### src/rtl/rect_ctl_pkg.sv
// Shared types and geometry helpers for the rectangle motion controller.
package rect_ctl_pkg;

  typedef enum logic [1:0] {
    ST_FOLLOW = 2'd0,
    ST_FALL   = 2'd1,
    ST_RISE   = 2'd2,
    ST_REST   = 2'd3
  } state_t;

  // Lowest legal top edge: the rectangle sits on the bottom of the screen.
  function automatic int unsigned floor_of(input int unsigned screen_h, input int unsigned rect_h);
    return screen_h - rect_h;
  endfunction

  function automatic int unsigned xmax_of(input int unsigned screen_w, input int unsigned rect_w);
    return screen_w - rect_w;
  endfunction

  function automatic int unsigned clamp(input int unsigned v, input int unsigned lim);
    return (v > lim) ? lim : v;
  endfunction

endpackage

### src/rtl/tick_gen.sv
// Free-running divider producing a one-cycle pulse every TICK_DIV clocks.
module tick_gen #(
  parameter int unsigned TICK_DIV = 650000
) (
  input  logic clk,
  input  logic rst_n,
  output logic tick_c
);

  localparam int unsigned CNT_W = (TICK_DIV > 1) ? $clog2(TICK_DIV) : 1;
  localparam logic [CNT_W-1:0] LAST = CNT_W'(TICK_DIV - 1);

  logic [CNT_W-1:0] cnt_q;

  assign tick_c = (cnt_q == LAST);

  always_ff @(posedge clk or negedge rst_n) begin
    if (!rst_n) cnt_q <= '0;
    else        cnt_q <= tick_c ? '0 : cnt_q + CNT_W'(1);
  end

endmodule

### src/rtl/rect_motion_ctl.sv
// Rectangle position controller: follows the mouse while held, falls (and optionally
// bounces) under constant acceleration once released.
module rect_motion_ctl
  import rect_ctl_pkg::*;
#(
  parameter int unsigned XY_W       = 12,
  parameter int unsigned VEL_W      = 8,
  parameter int unsigned SCREEN_W   = 800,
  parameter int unsigned SCREEN_H   = 600,
  parameter int unsigned RECT_W     = 48,
  parameter int unsigned RECT_H     = 64,
  parameter int unsigned TICK_DIV   = 650000,
  parameter int unsigned ACCEL      = 1,
  parameter int unsigned VMAX       = 60,
  parameter int unsigned BOUNCE_EN  = 0,
  parameter int unsigned DAMP_SHIFT = 1
) (
  input  logic            pclk,
  input  logic            rst,
  input  logic [XY_W-1:0] mouse_xpos,
  input  logic [XY_W-1:0] mouse_ypos,
  input  logic            mouse_left,
  output logic [XY_W-1:0] xpos,
  output logic [XY_W-1:0] ypos,
  output logic            moving,
  output logic            at_rest
);

  localparam int unsigned FLOOR = floor_of(SCREEN_H, RECT_H);
  localparam int unsigned XMAX  = xmax_of(SCREEN_W, RECT_W);
  localparam logic [XY_W-1:0]  FLOOR_Y = XY_W'(FLOOR);
  localparam logic [XY_W:0]    FLOOR_E = (XY_W+1)'(FLOOR);
  localparam logic [VEL_W-1:0] ACCEL_V = VEL_W'(ACCEL);
  localparam logic [VEL_W-1:0] VMAX_V  = VEL_W'(VMAX);
  localparam logic [VEL_W:0]   VMAX_E  = (VEL_W+1)'(VMAX);
  localparam bit               BOUNCE  = (BOUNCE_EN != 0);

  state_t           state_q, state_d;
  logic [VEL_W-1:0] vel_q, vel_d;
  logic [XY_W-1:0]  xpos_d, ypos_d;
  logic             moving_d, at_rest_d;
  logic             btn_q;
  logic             tick_c;

  tick_gen #(.TICK_DIV(TICK_DIV)) u_tick (
    .clk    (pclk),
    .rst_n  (rst),
    .tick_c (tick_c)
  );

  logic [XY_W-1:0]  cx_c, cy_c;
  logic [VEL_W:0]   vel_sum_c;
  logic [VEL_W-1:0] vel_fall_c, rebound_c, vel_rise_c;
  logic [XY_W:0]    y_sum_c;
  logic [XY_W-1:0]  y_fall_c, y_rise_c;
  logic             hit_c, bounce_c;

  assign cx_c = XY_W'(clamp(32'(mouse_xpos), XMAX));
  assign cy_c = XY_W'(clamp(32'(mouse_ypos), FLOOR));

  // Fall step: saturate velocity, then add in one extra bit so the floor clamp never wraps.
  assign vel_sum_c  = {1'b0, vel_q} + (VEL_W+1)'(ACCEL);
  assign vel_fall_c = (vel_sum_c > VMAX_E) ? VMAX_V : vel_sum_c[VEL_W-1:0];
  assign y_sum_c    = {1'b0, ypos} + (XY_W+1)'(vel_fall_c);
  assign y_fall_c   = (y_sum_c >= FLOOR_E) ? FLOOR_Y : y_sum_c[XY_W-1:0];
  assign hit_c      = (y_fall_c == FLOOR_Y);
  assign rebound_c  = vel_fall_c >> DAMP_SHIFT;
  assign bounce_c   = BOUNCE && (rebound_c != '0);

  assign y_rise_c   = ({1'b0, ypos} >= (XY_W+1)'(vel_q)) ? ypos - XY_W'(vel_q) : '0;
  assign vel_rise_c = (vel_q >= ACCEL_V) ? vel_q - ACCEL_V : '0;

  always_ff @(posedge pclk or negedge rst) begin
    if (!rst) state_q <= ST_FOLLOW;
    else      state_q <= state_d;
  end

  // A held button overrides everything, including a coincident tick.
  always_comb begin
    state_d = state_q;
    if (mouse_left) begin
      state_d = ST_FOLLOW;
    end else begin
      unique case (state_q)
        ST_FOLLOW: if (btn_q) state_d = ST_FALL;
        ST_FALL:   if (tick_c && hit_c) state_d = bounce_c ? ST_RISE : ST_REST;
        ST_RISE:   if (tick_c && (vel_rise_c == '0)) state_d = ST_FALL;
        default:   state_d = state_q;
      endcase
    end
  end

  always_comb begin
    xpos_d    = xpos;
    ypos_d    = ypos;
    vel_d     = vel_q;
    moving_d  = (state_d == ST_FALL) || (state_d == ST_RISE);
    at_rest_d = (state_d == ST_REST);
    if (mouse_left || (state_q == ST_FOLLOW)) begin
      xpos_d = cx_c;
      ypos_d = cy_c;
      vel_d  = '0;
    end else if (tick_c) begin
      if (state_q == ST_FALL) begin
        ypos_d = y_fall_c;
        vel_d  = hit_c ? (bounce_c ? rebound_c : '0) : vel_fall_c;
      end else if (state_q == ST_RISE) begin
        ypos_d = y_rise_c;
        vel_d  = vel_rise_c;
      end
    end
  end

  always_ff @(posedge pclk or negedge rst) begin
    if (!rst) begin
      xpos    <= '0;
      ypos    <= '0;
      vel_q   <= '0;
      moving  <= 1'b0;
      at_rest <= 1'b0;
      btn_q   <= 1'b0;
    end else begin
      xpos    <= xpos_d;
      ypos    <= ypos_d;
      vel_q   <= vel_d;
      moving  <= moving_d;
      at_rest <= at_rest_d;
      btn_q   <= mouse_left;
    end
  end

endmodule

### config.mk
export PLATFORM = sky130hd
export DESIGN_NAME = rect_motion_ctl
export DESIGN_NICKNAME = d
export VERILOG_FILES = /design/src/rtl/rect_ctl_pkg.sv /design/src/rtl/tick_gen.sv /design/src/rtl/rect_motion_ctl.sv
export SDC_FILE = /design/constraint.sdc
export NUM_CORES = 1
export LEC_CHECK = 0
export ABC_AREA = 1
export CAP_MARGIN = 20
export CORE_UTILIZATION = 50
export CTS_BUF_LIST = sky130_fd_sc_hd__clkbuf_4 sky130_fd_sc_hd__clkbuf_8
export DETAILED_ROUTE_END_ITERATION = 8
export GPL_ROUTABILITY_DRIVEN = 0
export MAX_ROUTING_LAYER = met4
export PLACE_DENSITY = 0.69
export SLEW_MARGIN = 10
export SYNTH_ARGS = -nofsm -noshare
export SYNTH_HDL_FRONTEND = slang
export SYNTH_HIERARCHICAL = 1
export SYNTH_SLANG_ARGS = --single-unit
### constraint.sdc
create_clock -name pclk -period 3.6 [get_ports pclk]
set_input_delay 0.54 -clock pclk [delete_from_list [all_inputs] [get_ports pclk]]
set_output_delay 0.54 -clock pclk [all_outputs]
set_load 0.03 [all_outputs]
==> results of run 1 <==
through the flow:
step           power [mW]  util [%]
3_5_place_dp         1.50      59.4
3_3_place_gp         1.49      59.4
5_1_grt              2.42      64.9
2_1_floorplan        1.27         -
6_report             2.28      64.9
4_1_cts              2.20      62.1
logic make-up (layout without fill, tap and decap cells):
kind of cell | Yosys count | in the layout | share of synthesized area, %
DFF | 57 | 57 | 31.2
and+or+nand+nor | 383 | 383 | 38.9
AOI/OAI and AO/OA | 64 | 64 | 8.36
buffers and inverters | 114 | 184 | 9.92
adders and majority gates | 24 | 24 | 6.90
xor gates and xnor gates | 24 | 24 | 4.60
other | 1 | 2 | 0.0821
power breakdown:
part / leakage [nW] / switching, mW / internal, mW
logic: 2.03 / 0.535 / 0.336
registers: 0.729 / 0.0421 / 0.668
clock network: 0.115 / 0.270 / 0.425
timing repair:
| item | CTS | global route |
|---|---|---|
| setup buffers | 0 | 8 |
| pin swaps | 0 | 17 |
| endpoints found under the hold margin | 0 | 0 |
| hold buffers | 0 | 0 |
| endpoints found under the setup margin | 1 | 19 |
| resized for setup | 3 | 38 |
cell usage after synthesis, drive strengths merged:
master,number,area share (%)
clkbuf,4,0.33
dfrtp,57,31
or2,5,0.68
o21a,1,0.16
conb,1,0.082
a31oi,1,0.14
fa,2,0.88
xnor2,6,1.2
o21ai,19,2.2
ha,22,6.0
xor2,18,3.5
nor2,86,9.2
nand3,62,7.5
o21bai,1,0.16
nand4,15,2.1
inv,101,8.5
a22o,1,0.19
nor4,2,0.27
a21oi,26,3.1
o211ai,2,0.33
nand3b,2,0.33
nand2,199,17
a21o,1,0.16
buf,9,1.1
nor3,12,1.8
o31ai,3,0.49
a31o,4,0.77
o22ai,5,0.68
metal layers:
layer | share of wire [%] | GRT usage, % | vias to the layer above
met2 | 47 | 42.7 | 134
met3 | 4.9 | 4.46 | 12
met4 | 1.1 | 6.79 | 0
met5 | 0 | - | -
li1 | - | - | 2254
met1 | 47 | 35.5 | 2079
path summary, 6_finish.rpt:
kind                               endpoint     start  cells past startpoint  slack [ps]
hold / removal                     vel_q[4]       rst                      1         300
max in group asynchronous  u_tick/cnt_q[16]       rst                      2        2490
setup reg to reg                     moving  vel_q[0]                     27         140
setup / recovery                     moving  vel_q[0]                     27         140
min in group pclk                   xpos[3]   xpos[3]                      2         490
hold reg to reg                     xpos[3]   xpos[3]                      2         490
critical path: stages (launching register included):
cell and delay (ps):
dfrtp_1 370, buf_6 110, ha_4 130, nand3_4 100, nor3_4 210, nand2_1 70, nand2_1 80, nand3_2 70
inv_2 100, o21ai_4 80, nor2_4 150, ha_4 160, inv_2 40, fa_2 370, inv_2 80, nand3_4 80
nand2_4 90, nand2_4 50, nand2_4 60, nand2_2 50, nand2_2 70, nor2_1 50, nand2_1 100, nand2_4 90
nand2_4 90, nand3_2 70, a21oi_2 170, ha_1 240
flip-flops by register name, indices dropped and copies added, names as in the netlist:
register	count
state_q	2
at_rest	1
u_tick/cnt_q	20
vel_q	8
xpos	12
btn_q	1
moving	1
ypos	12
layout make-up:
type / count / area (um^2) / share of cell area (%)
clock buffers: 11 / 151 / 2.66
clock inverters: 5 / 77.6 / 1.36
inverters: 101 / 387 / 6.79
multi-input cells: 497 / 2880 / 50.6
flip-flops and latches: 57 / 1430 / 25.1
well taps: 108 / 135 / 2.37
repair buffers: 67 / 632 / 11.1
==> results.md, run 1 <==
- PwrDens: 400 nW/um^2
- Critical path required time: 3830 ps
- Clk buf depth: 2
- Max-cap violation count: 0
- # setup viols final: 0
- First-pass iteration count of the detailed router: 5
- Slew @ Worst Pin: 952 ps
- Vias: ~4500
- Clock slew at reported path FFs: 70 ps
- Pleak: 2.87 nW
- DRT Wirelength: 12100 um
- Avg Cell Area, Syn: between 6 and 7 um^2
- Clock Latency Late Sink: 340 ps
- Share of cells above drive strength 1: around 16%
- Crit path DAT: roughly 3700 ps
- # diodes: 0
- Finished Cell Area: about 5700 um^2
- Critical path peak fanout: 7
- # DRC: 0
- Synth warnings: 6
- Synth cell types: 47
- Tcrit/Tclk final: a little under 100%
- VDD IR max: 226 uV
- Top Ports: 53
- Final Max Tran Viols: 0
- Min-delay worst type: in -> async
- Commonest non-fill, non-tap cell in the layout: nand2_1
- Fmax: 289 MHz
- DP HPWL: between 9000 and 10000 um
- Non-filler instance count after layout: 846
- Commonest non-fill, non-tap cells in the layout: nand2_1, inv_1, nor2_1
- Count of final hold-check violations: 0
- Status: completed
- Area delta synth->final: 24.6%
- Total Nets Final: about 780
- Routed Antenna Nets: 0
- First-pass GRT wire length: 19900 um
- Iter 0 DRT Violations: 232
- Final min period: 3460 ps
- Placement Setup Slack: -79.3 ps
- Post-synthesis sequential element count: 57
- Max-slew headroom: roughly 36%
- Sink Count: 57
- CTS buffer count: 9
- DP Area: between 5000 and 6000 um^2
- Row cnt: 34
- WHS: roughly 300 ps
- Kind of critical path: reg -> reg
- Seq/Total Area, Yosys: 31.2%
- Fill cell count: 810
- TritonCTS clock tree: built
- Syn Inst Count: approximately 670
- Initial Utilization: ~52%
- Die width: around 98 um
- Die Ht: approximately 98 um
- Critical Path End Type: register
- Cells after DPL: ~820
- Largest net degree at the start of global routing: 37
- CP Launch Type: register
- DR WL/cell: roughly 14 um
- CTS H-tree lvls: 3
- I/O Buffers: 52
- Die area: 9520 um^2
- Setup TNS: 0 ps
- GRT overflow: 0
- Vias in the first global route: ~4200
- Setup ws final: around 140 ps
- Vias per cell: 5.29
- Synth Cell Area: between 4000 and 5000 um^2
- Initial antenna violation count: 0
- Clock skew: between 6 and 7 ps
- Placeable Area: about 8800 um^2
- Root buffer cell: clkbuf_8
- All-layer global routing usage: 26.7%
Power figures use the tool's default switching activity.
==> run 2: changes to the inputs <==
- CTS_CLUSTER_DIAMETER: default -> 80
==> results of run 2 <==
Final layout, timing and power as in run 1 (identical DEF).
